===== config.mk =====
export PLATFORM = sky130hd
export DESIGN_NAME = piso_serializer_flat
export DESIGN_NICKNAME = d
export VERILOG_FILES = /design/src/rtl/piso_pkg.sv /design/src/rtl/piso_serializer_if.sv /design/src/rtl/piso_bit_cnt.sv /design/src/rtl/piso_serializer.sv /design/src/flat_wrapper.sv
export SDC_FILE = /design/constraint.sdc
export NUM_CORES = 1
export LEC_CHECK = 0
export ABC_AREA = 1
export CORE_AREA = 2 2 39 41
export CTS_CLUSTER_DIAMETER = 120
export DETAILED_ROUTE_END_ITERATION = 10
export DIE_AREA = 0 0 41 43
export DONT_BUFFER_PORTS = 1
export PLACE_DENSITY = 0.49
export SYNTH_ARGS = -nofsm -noshare
export SYNTH_HDL_FRONTEND = slang
export SYNTH_SLANG_ARGS = --single-unit

===== constraint.sdc =====
create_clock -name clk -period 1.4 [get_ports clk]
set_input_delay 0.21 -clock clk [delete_from_list [all_inputs] [get_ports clk]]
set_output_delay 0.21 -clock clk [all_outputs]
set_load 0.02 [all_outputs]

===== src/rtl/piso_pkg.sv =====
// Shared constants and types for the parallel-in/serial-out serializer.
package piso_pkg;

  // State encodings
  localparam logic ST_IDLE  = 1'b0;
  localparam logic ST_SHIFT = 1'b1;

  // Legal word width range
  localparam int unsigned MIN_WIDTH = 2;
  localparam int unsigned MAX_WIDTH = 32;

  typedef enum logic {
    StIdle  = ST_IDLE,
    StShift = ST_SHIFT
  } piso_state_e;

endpackage


===== src/rtl/piso_serializer_if.sv =====
// Load handshake and serial output bundle of the serializer.
interface piso_serializer_if #(
  parameter int unsigned WIDTH = 4
);
  logic [WIDTH-1:0] pi;
  logic             load_valid;
  logic             load_ready;
  logic             shift_en;
  logic             so;
  logic             so_valid;
  logic             frame_start;
  logic             frame_end;
  logic             busy;

  // Word source / bit-rate generator side
  modport master (
    output pi, load_valid, shift_en,
    input  load_ready, so, so_valid, frame_start, frame_end, busy
  );

  // Serializer side
  modport slave (
    input  pi, load_valid, shift_en,
    output load_ready, so, so_valid, frame_start, frame_end, busy
  );
endinterface


===== src/rtl/piso_bit_cnt.sv =====
// Bit position counter: clear has priority, saturates at Width-1 and flags it.
module piso_bit_cnt #(
  parameter int unsigned Width = 4,
  localparam int unsigned CntW = $clog2(Width)
) (
  input  logic clk_i,
  input  logic rst_ni,
  input  logic clr_i,
  input  logic en_i,
  output logic tc_o
);

  localparam logic [CntW-1:0] TcVal = CntW'(Width - 1);

  logic [CntW-1:0] cnt_q, cnt_d;

  // Terminal count marks the last bit of the frame
  assign tc_o = (cnt_q == TcVal);

  // Next count: clear wins, never advance past the terminal value
  always_comb begin
    cnt_d = cnt_q;
    if (clr_i) begin
      cnt_d = '0;
    end else if (en_i && !tc_o) begin
      cnt_d = cnt_q + CntW'(1);
    end
  end

  // Count register
  always_ff @(posedge clk_i or negedge rst_ni) begin
    if (!rst_ni) begin
      cnt_q <= '0;
    end else begin
      cnt_q <= cnt_d;
    end
  end

endmodule


===== src/rtl/piso_serializer.sv =====
// Parallel-in/serial-out serializer with framing strobes and gapless back-to-back frames.
module piso_serializer
  import piso_pkg::*;
#(
  parameter int unsigned WIDTH     = 4,
  parameter bit          MSB_FIRST = 1'b1
) (
  input logic               clk,
  input logic               rst,
  piso_serializer_if.slave  bus
);

  if (WIDTH < MIN_WIDTH || WIDTH > MAX_WIDTH) begin : g_bad_width
    $error("piso_serializer: WIDTH out of range");
  end

  piso_state_e      state_q, state_d;
  logic [WIDTH-1:0] shreg_q, shreg_d;
  logic [WIDTH-1:0] shreg_shift;
  logic             so_q, so_d;
  logic             so_valid_q, so_valid_d;
  logic             frame_start_q, frame_start_d;
  logic             cnt_clr, cnt_en, cnt_tc;
  logic             load_ready, accept;

  // Bit that goes on the line first from a given word
  function automatic logic head_bit(input logic [WIDTH-1:0] w);
    return MSB_FIRST ? w[WIDTH-1] : w[0];
  endfunction

  // Shift toward the output end so the next bit sits at the head position
  always_comb begin
    if (MSB_FIRST) begin
      shreg_shift = {shreg_q[WIDTH-2:0], 1'b0};
    end else begin
      shreg_shift = {1'b0, shreg_q[WIDTH-1:1]};
    end
  end

  piso_bit_cnt #(
    .Width (WIDTH)
  ) u_bit_cnt (
    .clk_i  (clk),
    .rst_ni (rst),
    .clr_i  (cnt_clr),
    .en_i   (cnt_en),
    .tc_o   (cnt_tc)
  );

  // Ready while idle, or on the last bit when it is actually leaving this cycle
  assign load_ready = (state_q == StIdle) || ((state_q == StShift) && cnt_tc && bus.shift_en);
  assign accept     = bus.load_valid && load_ready;

  // Next-state and output-register logic
  always_comb begin
    state_d       = state_q;
    shreg_d       = shreg_q;
    so_d          = so_q;
    so_valid_d    = so_valid_q;
    frame_start_d = frame_start_q;
    cnt_clr       = 1'b0;
    cnt_en        = 1'b0;

    unique case (state_q)
      StIdle: begin
        if (accept) begin
          state_d       = StShift;
          shreg_d       = bus.pi;
          so_d          = head_bit(bus.pi);
          so_valid_d    = 1'b1;
          frame_start_d = 1'b1;
          cnt_clr       = 1'b1;
        end
      end
      StShift: begin
        // Without shift_en everything holds
        if (bus.shift_en) begin
          if (!cnt_tc) begin
            shreg_d       = shreg_shift;
            so_d          = head_bit(shreg_shift);
            frame_start_d = 1'b0;
            cnt_en        = 1'b1;
          end else if (accept) begin
            // Chain the next frame straight after the last bit
            shreg_d       = bus.pi;
            so_d          = head_bit(bus.pi);
            so_valid_d    = 1'b1;
            frame_start_d = 1'b1;
            cnt_clr       = 1'b1;
          end else begin
            state_d       = StIdle;
            so_d          = 1'b0;
            so_valid_d    = 1'b0;
            frame_start_d = 1'b0;
          end
        end
      end
      default: begin
        state_d = StIdle;
      end
    endcase
  end

  // State and output registers
  always_ff @(posedge clk or negedge rst) begin
    if (!rst) begin
      state_q       <= StIdle;
      shreg_q       <= '0;
      so_q          <= 1'b0;
      so_valid_q    <= 1'b0;
      frame_start_q <= 1'b0;
    end else begin
      state_q       <= state_d;
      shreg_q       <= shreg_d;
      so_q          <= so_d;
      so_valid_q    <= so_valid_d;
      frame_start_q <= frame_start_d;
    end
  end

  assign bus.load_ready  = load_ready;
  assign bus.so          = so_q;
  assign bus.so_valid    = so_valid_q;
  assign bus.frame_start = frame_start_q;
  assign bus.frame_end   = (state_q == StShift) && cnt_tc;
  assign bus.busy        = (state_q == StShift);

endmodule


===== src/flat_wrapper.sv =====
// flat-port wrapper written by rule: the top's interface ports become plain ports
module piso_serializer_flat import piso_pkg::*;
#(
  parameter int unsigned WIDTH     = 4,
  parameter bit          MSB_FIRST = 1'b1
)
  (clk, rst, bus_pi, bus_load_valid, bus_shift_en, bus_load_ready, bus_so, bus_so_valid, bus_frame_start, bus_frame_end, bus_busy);
  piso_serializer_if #(.WIDTH(WIDTH)) bus_i ();
  input logic clk;
  input logic rst;
  input wire logic [$bits(bus_i.pi)-1:0] bus_pi;
  input wire logic [$bits(bus_i.load_valid)-1:0] bus_load_valid;
  input wire logic [$bits(bus_i.shift_en)-1:0] bus_shift_en;
  output wire logic [$bits(bus_i.load_ready)-1:0] bus_load_ready;
  output wire logic [$bits(bus_i.so)-1:0] bus_so;
  output wire logic [$bits(bus_i.so_valid)-1:0] bus_so_valid;
  output wire logic [$bits(bus_i.frame_start)-1:0] bus_frame_start;
  output wire logic [$bits(bus_i.frame_end)-1:0] bus_frame_end;
  output wire logic [$bits(bus_i.busy)-1:0] bus_busy;
  assign bus_i.pi = bus_pi;
  assign bus_i.load_valid = bus_load_valid;
  assign bus_i.shift_en = bus_shift_en;
  assign bus_load_ready = bus_i.load_ready;
  assign bus_so = bus_i.so;
  assign bus_so_valid = bus_i.so_valid;
  assign bus_frame_start = bus_i.frame_start;
  assign bus_frame_end = bus_i.frame_end;
  assign bus_busy = bus_i.busy;
  piso_serializer #(.WIDTH(WIDTH), .MSB_FIRST(MSB_FIRST)) u_core (.clk(clk), .rst(rst), .bus(bus_i));
endmodule

======== Word-level counts from Yosys, hierarchy flattened ========
Cells that the tools add are included.
word-level totals
  latch bits .............................. 0
  logic and storage cells ................. 48
  RAM bits ................................ 0
  memories ................................ 0
  ROM bits ................................ 0
  output and inout bits ................... 6
  input bits .............................. 8
  bits in registers ....................... 10
operators by class
  order comparisons ....................... 0
  multiplexer cells ....................... 27
  shifts and indexed selects .............. 0
  equality and inequality tests ........... 4
  add/subtract/negate cells ............... 1
  reduce and logical (&&, ||, !) cells .... 9
  divide/modulo/power cells ............... 0
  $mul .................................... 0
  bitwise operators ....................... 1
operators by type and width
  cell                                            count
  2-to-1 mux 1 bit                                16
  2-to-1 mux 4 bit                                3
  case mux 1 bit (2 select lines)                 5
  case mux 4 bit (2 select lines)                 1
  logical AND 1 bit                               4
  2-to-1 mux 2 bit                                2
  != test 2 bit (second input constant)           2
  AND reduction 3 bit                             1
  adder 2 x 1 -> 2 bit (second input constant)    1
  == test 2 bit (second input constant)           1
  != test 2 x 1 -> 1 bit (second input constant)  1
  AND reduction 2 bit                             1
  nonzero test 2 bit                              1
  logical NOT 1 bit                               1
  logical OR 1 bit                                1
  NOT 1 bit                                       1

======== Longest topological paths before layout ========
Gate-level depths: netlist of run 1.
  depth in word-level cells ............... 10
  mapped depth ............................ 8

======== By module ========
Synthesis of run 1 repeated with hierarchy kept, for this count alone.
unflattened totals
  cell total of the unflattened synthesis .. 67
  area total of the unflattened synthesis .. 495.5 um2
modules (own cells, without submodules)
  module           area an instance (um2)  times used  cells an instance
  piso_serializer  389.1                   1           54
  piso_bit_cnt     106.4                   1           13

======== Least setup slack after synthesis of run 1 ========
No wires, ideal clock.
  path type ............................... register to output
  start point ............................. reg u_core.u_bit_cnt.cnt_q[0]
  end point ............................... out bus_load_ready
  path buffers ............................ 0
  slack ................................... 186 ps
  cell stages (with the launch flop) ...... 6
  arrival ................................. 1004 ps
  cell sequence ........................... dfrtp_1 > ha_1 > inv_1 > nand2_1 > nand2_1 > inv_1
between the ends
  longest elaborated chain between the ends .. 4
RTL lines
  item                            RTL line               text
  start, declared                 piso_bit_cnt.sv:15     logic [CntW-1:0] cnt_q, cnt_d;
  start signal, assigned          piso_bit_cnt.sv:35     cnt_q <= cnt_d;
  == test 2 bit                   piso_bit_cnt.sv:18     assign tc_o = (cnt_q == TcVal);
  logical AND 1 bit (2 in a row)  piso_serializer.sv:51  assign load_ready = (state_q == StIdle) || ((state_q == StShift) && cnt_tc && bus.shift_en);
  logical OR 1 bit                piso_serializer.sv:51
  end, declared                   flat_wrapper.sv:14     output wire logic [$bits(bus_i.load_ready)-1:0] bus_load_ready;
Every way passes these cells.

======== Final worst setup path of run 1 ========
Ends and elaborated chain as after synthesis.

==> out/qor.txt, run 1 <==
status - completed
synthesized flop and latch total - 9
Pleak - 0.328 nW
CP required - 1.19 ns
Highest Signal Layer - met4
Total GRT Usage - 0.146
synth warn - 0
crit end category - primary output
Post-route DRC - 0
syn_area_per_cell - 7.45 µm²
post-synth top area share - 0.472
Core Rows - 14
PwrDens - 1920 nW/µm²
DP HPWL - 737 µm
Max Clock Skew - 0.00149 ns
Worst-path clk slew - 0.07 ns
Post-synth EDFFs - 0
Final Setup Violations - 0
register area share after synthesis - 0.472
CTS Root Cell - clkbuf_4
DRT Pass-1 Iters - 2
synth top area cells - dfrtp_1, nand2_1, inv_1, nor2_1, nand3_4
DRT Wirelength - 1030 µm
Initial Util - 0.344
DIE WIDTH - 41 µm
Design Area, Final - 587 µm²
Crit Path Max Fanout - 3
vias - 411
met2 routed WL - 500 µm
WP data arrival - 1.17 ns
vias per std cell - 4.57
Max Root-Sink Buffers - 2
Final Hold Fails - 0
grt ovf - 0
WL met3 - 46 µm
total power draw - 1.13 mW
synth cell count leaders - nand2_1, inv_1, dfrtp_1
die footprint - 1760 µm²
Nets - 84
drt wl/cell - 11.4 µm
synth unique cells - 14
M1 WL - 454 µm
classification of the worst setup path - reg2out
# diodes - 0
num ports - 14
clock sink count - 9
CTS H-tree lvls - 1
fin. max-slew vios - 0
ys flop type - dfrtp_1
Synth Cell Area - 477 µm²
Final Cycle Share - 0.982
Tmin final - 1.38 ns
Post-synth ARST share - 1.00
Mapped Nets - 73
first-pass GRT wire length - 1700 µm
CTS tree - built
Post-Synthesis Cells - 64
fraction of layout cells with a size suffix above 1 - 0.216
Hold Crit Class - in2reg
achievable frequency - 727 MHz
vias in the first global route - 410
DP Area - 504 µm²
initial antenna violation count - 0
port bufs - 0
Antenna Violating Nets Remaining - 0
GPL Wtd Cong - 0.784
Tightest Pin Transition - 0.412 ns
Relative slew margins - 0.724
DRT iter0 DRCs - 2
biggest area consumer among synthesized cells - dfrtp_1
Die Height - 43 µm
CORE AREA - 1380 µm²
Area Overhead vs Synth - 23.1%
critical path launch point type - register
largest net degree at the start of global routing - 10
total CTS buffers - 3
max_cap viols - 0
VDD IR-drop max - 0.651 mV
count leader, synth - nand2_1
worst skew pair latency - 0.26 ns
## placed cells by master (no fill, tap or decap)
cell type and count:
buf_4 5, nand2_2 2, nor2_1 6, dlygate4sd3_1 1, o21ai_1 3, nand2_1 20
dfrtp_1 8, nand2_4 1, o21ai_0 3, inv_2 1, nand3_4 1, dfrtp_2 1
a21oi_1 1, clkbuf_4 3, a31oi_1 2, inv_1 9, inv_4 1, clkbuf_1 1
ha_2 1, o22ai_1 1, nand3_1 3
## per-stage QoR
step | hold slack [ns] | instances | worst slack, ns | TNS (ns) | util
2_1_floorplan | -0.0856 | 64 | 0.186 | 0 | -
3_3_place_gp | -0.0854 | 81 | 0.128 | 0 | 0.364
3_5_place_dp | -0.0853 | 81 | 0.111 | 0 | 0.364
4_1_cts | 0.0762 | 87 | 0.00207 | 0 | 0.407
5_1_grt | 0.0936 | 90 | -0.0208 | -0.0208 | 0.424
6_report | 0.0838 | 90 | 0.0246 | 0 | 0.424
## power breakdown
| group | switching (mW) | internal (mW) | leakage, nW | total, mW |
|---|---|---|---|---|
| clock | 0.102 | 0.110 | 0.0150 | 0.212 |
| combinational | 0.256 | 0.191 | 0.202 | 0.447 |
| sequential | 0.114 | 0.355 | 0.111 | 0.470 |
| total | 0.473 | 0.657 | 0.328 | 1.13 |
## state kept, by name, indices dropped and copies added, names as in the netlist
register,cells
u_core.bus.frame_start,1
u_core.u_bit_cnt.cnt_q,2
u_core.bus.so_valid,1
u_core.shreg_q,3
u_core.bus.busy,1
u_core.bus.so,1
## worst max-delay path: stages, from the launching register on
cell and delay (ns):
dfrtp_1 0.40, ha_2 0.20, inv_1 0.08, nand2_2 0.07, nand2_4 0.09, inv_4 0.06
## cell type report
| cell class | instances | area [µm²] |
|---|---|---|
| Inverter | 11 | 43.8 |
| Timing Repair Buffer | 6 | 47.5 |
| Multi-Input combinational cell | 44 | 223 |
| Fill cell | 156 | 797 |
| Tap cell | 16 | 20.0 |
| Clock buffer | 4 | 26.3 |
| Sequential cell | 9 | 226 |
## path summary, 6_finish.rpt
check                                                from           endpoint  slack [ns]  depth (start not counted)
worst max register to register  u_core.u_bit_cnt.cnt_q[0]  u_core.shreg_q[1]        0.11                          9
min in group asynchronous                             rst      u_core.bus.so        0.31                          1
worst min-delay path                       bus_load_valid    u_core.bus.busy        0.08                          2
worst min register to register          u_core.shreg_q[2]  u_core.shreg_q[2]        0.52                          2
worst max-delay path            u_core.u_bit_cnt.cnt_q[0]     bus_load_ready        0.02                          5
max in group asynchronous                             rst    u_core.bus.busy        0.78                          1
## logic make-up (layout without fill, tap and decap cells)
family,Yosys count,after routing,synth area share
AND/OR/NAND/NOR,33,33,0.302
buffers and inverters,11,21,0.0866
AO/OA/AOI/OAI,10,10,0.113
flip-flops,9,9,0.472
adder cells (fa/ha/maj),1,1,0.0262
## routing by layer
metal	up-vias	track usage
met5	-	0
met4	0	0.100
met3	4	0.0419
met2	9	0.209
met1	179	0.178
li1	219	-
## repair_timing
| action | in CTS | in global routing |
|---|---|---|
| setup buffers | 1 | 3 |
| pin swaps | 1 | 1 |
| endpoints found under the setup margin | 1 | 2 |
| endpoints found under the hold margin | 9 | 0 |
| resized for setup | 6 | 1 |
| hold buffers | 1 | 0 |
Note: power is estimated with default switching activity, not from simulation.
==> inputs of run 2 (changes only) <==
Clock period 1.4 ns to 1.3 ns, I/O delays scaled along.
==> run 2 against run 1 <==
Effect of this change:
- register-to-register slack lost 0.02 ns
- hold slack got worse by 0.013 ns
- die area stayed put
- cell count rose by 3.3%
- flip-flop and latch count unchanged
- critical path type unchanged
- critical endpoint unchanged
==> out/qor.txt, run 2 (synthesis gave the netlist of run 1 again) <==
Most Frequent Cell on Critical Path - nand2_4
Core Rows - 14 (unchanged)
vias in the first global route - 444 (was 410)
Crit Path Max Fanout - 3 (unchanged)
vias - 438 (was 411)
Worst-path clk slew - 0.05 ns (was 0.07 ns)
worst skew pair latency - 0.27 ns (was 0.26 ns)
reg-to-reg slack, setup - 0.09 ns (was 0.11 ns)
sequential power share - 0.394 (was 0.416)
combinational power share - 0.438 (was 0.396)
# diodes - 0 (unchanged)
CTS tree - built (unchanged)
Finished Layout Cells - 93 (was 90)
fraction of layout cells with a size suffix above 1 - 0.312 (was 0.216)
DIE WIDTH - 41 µm (unchanged)
DRT Wirelength - 1050 µm (was 1030 µm)
Pleak - 0.342 nW (was 0.328 nW)
NetSw - 529 µW (was 473 µW)
achievable frequency - 774 MHz
Placed Instances - 81 (unchanged)
total CTS buffers - 3 (unchanged)
DP HPWL - 740 µm (was 737 µm)
PwrDens - 2030 nW/µm² (was 1920 nW/µm²)
die footprint - 1760 µm² (unchanged)
crit end category - primary output (unchanged)
grt ovf - 0 (unchanged)
DRT Pass-1 Iters - 2 (unchanged)
Max Root-Sink Buffers - 2 (unchanged)
Antenna Violating Nets Remaining - 0 (unchanged)
DP Area - 504 µm² (unchanged)
total power draw - 1.28 mW (was 1.13 mW)
Final Hold Fails - 0 (unchanged)
Area Overhead vs Synth - 32.5% (was 23.1%)
Total GRT Usage - 0.156 (was 0.146)
Internal - 755 µW (was 657 µW)
Tmin final - 1.29 ns
Post-route DRC - 0 (unchanged)
Nets - 87 (was 84)
fillcell total - 137 (was 156)
CTS H-tree lvls - 1 (unchanged)
slowest stage delay, CP - 0.38 ns (was 0.40 ns)
RSZ-0062 raised after global routing - yes
power share of the clock group - 0.168 (was 0.188)
final core occ - 0.457 (was 0.424)
classification of the worst setup path - reg2out (unchanged)
clock sink count - 9 (unchanged)
CORE AREA - 1380 µm² (unchanged)
Final Setup Violations - 0 (unchanged)
Die Height - 43 µm (unchanged)
first-pass GRT wire length - 1810 µm (was 1700 µm)
commonest non-fill, non-tap cell in the layout - nand2_1 (unchanged)
Worst Path Buf+Inv - 2 (unchanged)
Biggest register - u_core.shreg_q (unchanged)
Relative slew margins - 0.713 (was 0.724)
Crit path max-delay family - flip-flops (unchanged)
max_cap viols - 0 (unchanged)
max reg flops - 3 (unchanged)
VDD IR-drop max - 1.07 mV (was 0.651 mV)
Top Registers - u_core.shreg_q: 3 flops, u_core.u_bit_cnt.cnt_q: 2 flops (unchanged)
Hold Crit Class - in2reg (unchanged)
Tightest Pin Transition - 0.428 ns (was 0.412 ns)
vias per std cell - 4.71 (was 4.57)
GPL Wtd Cong - 0.819 (was 0.784)
slowest CP cell - dfrtp_1 (unchanged)
Fin Setup TNS - 0 ns (unchanged)
initial antenna violation count - 0 (unchanged)
CTS Root Cell - clkbuf_4 (unchanged)
DRT iter0 DRCs - 5 (was 2)
Initial Util - 0.344 (unchanged)
Final Cycle Share - 0.994
port bufs - 0 (unchanged)
Sw Share - 0.412 (was 0.419)
WP data arrival - 1.10 ns (was 1.17 ns)
largest net degree at the start of global routing - 10 (unchanged)
commonest non-fill, non-tap cells in the layout - nand2_1, buf_4, dfrtp_1 (was nand2_1, inv_1, dfrtp_1)
status - completed (unchanged)
fin. max-slew vios - 0 (unchanged)
drt wl/cell - 11.3 µm (was 11.4 µm)
critical path launch point type - register (unchanged)
num ports - 14 (unchanged)
Design Area, Final - 632 µm² (was 587 µm²)
CP required - 1.11 ns (was 1.19 ns)
worst path cell trace - ha_2 > inv_2 > nand2_4 > nand2_4 > inv_4 (was ha_2 > inv_1 > nand2_2 > nand2_4 > inv_4)
Max Clock Skew - 0.00930 ns (was 0.00149 ns)
[run 2: changes by cell type in the layout (fill, tap and decap cells not counted), sizes merged]
cell  previous run  this run
buf              5         8
[run 2: worst paths after layout]
path	end	from	depth (start not counted)
worst min register to register	u_core.shreg_q[2]	u_core.shreg_q[2]	2
worst max register to register	u_core.u_bit_cnt.cnt_q[0]	u_core.u_bit_cnt.cnt_q[1]	7
worst max-delay path	bus_load_ready	u_core.u_bit_cnt.cnt_q[1]	5
worst min-delay path	u_core.bus.busy	bus_load_valid	2
min in group asynchronous	u_core.bus.frame_start	rst	1
max in group asynchronous	u_core.bus.busy	rst	1
[run 2: cell type report]
cell class,instances,area [µm²],share of cell area
clock buffers,4,26.3,0.0416
flip-flops and latches,9,226,0.358
repair buffers,9,70.1,0.111
well taps,16,20.0,0.0317
multi-input cells,44,245,0.388
inverters,11,43.8,0.0693
[run 2: power by group through the flow]
stage	Sequential [mW]	Combinational (mW)	Clock [mW]
after floorplan	0.496	0.306	0
after global placement	0.504	0.371	0
after detailed placement	0.510	0.375	0
after CTS	0.504	0.482	0.227
after global routing	0.521	0.644	0.241
final	0.507	0.562	0.215
[run 2: routing by layer]
| layer | GRT usage | routed length, µm |
|---|---|---|
| met1 | 0.188 | 446 |
| met2 | 0.213 | 498 |
| met3 | 0.105 | 83 |
| met4 | 0.0600 | 19 |
| met5 | 0 | 0 |
[run 2: per-stage QoR]
step	hold WS (ns)	setup slack (ns)
6_report	0.0713	0.00720
5_1_grt	0.0820	-0.0490
3_3_place_gp	-0.100	0.0442
2_1_floorplan	-0.101	0.101
4_1_cts	0.0659	-0.00809
3_5_place_dp	-0.100	0.0197
[run 2: repair_timing]
item,CTS,global route
hold buffers,1,0
buffers inserted,4,4
endpoints found under the setup margin,1,7
pin swaps,1,3
hold endpoints to repair,9,0
resized for setup,8,8
==> inputs of run 3 (changes only) <==
Settings changed: BUFFER_PORTS_ARGS set to -buffer_cell sky130_fd_sc_hd__buf_2, DONT_BUFFER_PORTS 1 to unset, PLACE_DENSITY 0.49 to 0.58.
==> run 3 against run 2 <==
Effect of this change:
- the run now ends with negative setup slack left
- clock power about the same
- maximum frequency fell by 8.2%
- worst setup slack got worse by 0.12 ns
- wire length rose by 12%
- die area unchanged
- sequential share of layout area down 5.8 points
- flip-flop and latch count is the same
- global-route usage increased by 0.30 points
- critical path depth rose by 1
- highest routed layer unchanged
==> out/qor.txt, run 3 (synthesis gave the netlist of run 1 again) <==
Biggest register - u_core.shreg_q (unchanged)
depth of the most critical reg-to-reg path - 10 (was 7)
Top Registers - u_core.shreg_q: 3 flops, u_core.u_bit_cnt.cnt_q: 2 flops (unchanged)
Relative slew margins - 0.860 (was 0.713)
Final Cycle Share - 1.08 (was 0.994)
sequential power share - 0.305 (was 0.394)
slowest stage delay, CP - 0.40 ns (was 0.38 ns)
max_cap viols - 0 (unchanged)
met1 GRT Util - 0.214 (was 0.188)
vias - 507 (was 438)
Max Root-Sink Buffers - 2 (unchanged)
Total GRT Usage - 0.159 (was 0.156)
CTS Root Cell - clkbuf_4 (unchanged)
Initial Util - 0.344 (unchanged)
Design Area, Final - 753 µm² (was 632 µm²)
WP data arrival - 1.21 ns (was 1.10 ns)
status - complete, but fails checks (was completed)
CTS tree - built (unchanged)
Sw Share - 0.396 (was 0.412)
power share of the clock group - 0.146 (was 0.168)
Nets - 104 (was 87)
CORE AREA - 1380 µm² (unchanged)
Worst Path Buf+Inv - 3 (was 2)
Internal - 892 µW (was 755 µW)
Worst-path clk slew - 0.06 ns (was 0.05 ns)
commonest non-fill, non-tap cells in the layout - nand2_1, buf_2, buf_4 (was nand2_1, buf_4, dfrtp_1)
failing checks - negative setup slack
Global Route met3 Usage - 0.0471 (was 0.105)
drt wl/cell - 10.7 µm (was 11.3 µm)
die footprint - 1760 µm² (unchanged)
VDD IR-drop max - 0.876 mV (was 1.07 mV)
Crit Path Max Fanout - 2 (was 3)
fraction of layout cells with a size suffix above 1 - 0.479 (was 0.312)
RSZ-0062 raised after global routing - yes (unchanged)
combinational power share - 0.548 (was 0.438)
worst skew pair latency - 0.26 ns (was 0.27 ns)
Hold Crit Class - in2reg (unchanged)
reg-to-reg slack, setup - -0.05 ns (was 0.09 ns)
grt ovf - 0 (unchanged)
Area Overhead vs Synth - 58.0% (was 32.5%)
DRT Pass-1 Iters - 4 (was 2)
Max Clock Skew - 0.000806 ns (was 0.00930 ns)
worst hold start - bus_shift_en (was bus_load_valid)
PwrDens - 1960 nW/µm² (was 2030 nW/µm²)
Final Hold Fails - 0 (unchanged)
Crit path max-delay family - flip-flops (unchanged)
first-pass GRT wire length - 1860 µm (was 1810 µm)
CTS H-tree lvls - 1 (unchanged)
vias per std cell - 4.61 (was 4.71)
DRT iter0 DRCs - 6 (was 5)
Post-route DRC - 0 (unchanged)
worst path cell trace - ha_2 > inv_2 > nand2_2 > nand2_2 > inv_2 > buf_6 (was ha_2 > inv_2 > nand2_4 > nand2_4 > inv_4)
CP required - 1.11 ns (about the same)
NetSw - 586 µW (was 529 µW)
slowest CP cell - dfrtp_1 (unchanged)
max reg flops - 3 (unchanged)
Hold WS - 0.233 ns (was 0.0713 ns)
grt peak-use layer - met1 (was met2)
DRT Wirelength - 1170 µm (was 1050 µm)
met2 Use GR - 0.209 (was 0.213)
port bufs - 13 (was 0)
reg2reg start - u_core.u_bit_cnt.cnt_q[1] (unchanged)
num ports - 14 (unchanged)
Sequential cell area - 226 µm² (unchanged)
Final Setup Violations - 7 (was 0)
achievable frequency - 710 MHz (was 774 MHz)
total CTS buffers - 3 (unchanged)
Core Rows - 14 (unchanged)
final worst setup slack - -0.108 ns (was 0.00720 ns)
critical path launch point type - register (unchanged)
Tightest Pin Transition - 0.209 ns (was 0.428 ns)
largest net degree at the start of global routing - 10 (unchanged)
vias in the first global route - 431 (was 444)
commonest non-fill, non-tap cell in the layout - nand2_1 (unchanged)
Die Height - 43 µm (unchanged)
crit end category - primary output (unchanged)
GPL Wtd Cong - 0.794 (was 0.819)
classification of the worst setup path - reg2out (unchanged)
Tmin final - 1.41 ns (was 1.29 ns)
Antenna Violating Nets Remaining - 0 (unchanged)
initial antenna violation count - 0 (unchanged)
area of the multi-input gates - 254 µm² (was 245 µm²)
DP Area - 584 µm² (was 504 µm²)
Reg2Reg Capture Point - u_core.shreg_q[1] (was u_core.u_bit_cnt.cnt_q[0])
# diodes - 0 (unchanged)
Pleak - 0.420 nW (was 0.342 nW)
DIE WIDTH - 41 µm (unchanged)
clock sink count - 9 (unchanged)
fin. max-slew vios - 0 (unchanged)
sink of the worst hold path - u_core.bus.frame_start (was u_core.bus.busy)
fillcell total - 128 (was 137)
DP HPWL - 752 µm (was 740 µm)
Worst Hold Path Cells - 4 (was 2)
run 3: cell types whose count changed in the layout (fill, tap and decap cells not counted), moves of 2 or more:
cell,before,now
buf_2,0,11
buf_4,8,10
buf_6,0,4
nand2_2,1,3
o21ai_1,4,2
o21ai_2,0,2
run 3: stage by stage:
step | worst slack, ns | setup TNS [ns] | total power, mW | utilization | instances
4_1_cts | -0.0846 | -0.270 | 1.38 | 0.509 | 108
5_1_grt | -0.169 | -0.930 | 1.60 | 0.544 | 110
2_1_floorplan | 0.101 | 0 | 0.802 | - | 64
3_3_place_gp | 0.0700 | 0 | 0.976 | 0.422 | 96
3_5_place_dp | 0.0512 | 0 | 0.986 | 0.422 | 96
6_report | -0.108 | -0.329 | 1.48 | 0.544 | 110
run 3: worst max-delay path by stage:
stage                              start              to  slack, ns  cells past startpoint
2_1_floorplan  u_core.u_bit_cnt.cnt_q[0]  bus_load_ready       0.10                      5
3_3_place_gp   u_core.u_bit_cnt.cnt_q[0]  bus_load_ready       0.07                      6
3_5_place_dp   u_core.u_bit_cnt.cnt_q[0]  bus_load_ready       0.05                      6
4_1_cts        u_core.u_bit_cnt.cnt_q[1]   bus_frame_end      -0.08                      5
5_1_grt        u_core.u_bit_cnt.cnt_q[0]  bus_load_ready      -0.17                      6
6_report       u_core.u_bit_cnt.cnt_q[1]  bus_load_ready      -0.11                      6
run 3: cell type report:
| type | count | area share |
|---|---|---|
| inverter | 11 | 0.0548 |
| tap | 16 | 0.0266 |
| clock buffer | 4 | 0.0349 |
| timing repair buffer | 26 | 0.246 |
| sequential | 9 | 0.301 |
| multi-input combinational | 44 | 0.337 |
run 3: power by group through the flow:
| stage | sequential [mW] | combinational, mW | clock, mW |
|---|---|---|---|
| final | 0.451 | 0.810 | 0.216 |
| after floorplan | 0.496 | 0.306 | 0 |
| after global placement | 0.450 | 0.526 | 0 |
| after CTS | 0.446 | 0.705 | 0.224 |
| after global routing | 0.466 | 0.893 | 0.243 |
| after detailed placement | 0.450 | 0.536 | 0 |
run 3: tightest hold or removal path, cell delays in order:
cell and delay, ns:
buf_2 0.10, nand2_1 0.06, nand2_1 0.05, nand2_1 0.04
run 3: repair_timing:
action | in CTS | in global routing
hold buffers | 1 | 0
endpoints found under the hold margin | 9 | 0
endpoints found under the setup margin | 2 | 9
pin swaps | 3 | 8
gates resized for setup | 14 | 9
buffers inserted | 7 | 6
cloned | 0 | 0
run 3: layer usage:
layer | part of all wire | up-vias
li1 | - | 260
met1 | 0.44 | 236
met2 | 0.51 | 9
met3 | 0.038 | 2
met4 | 0.011 | 0
met5 | 0 | -
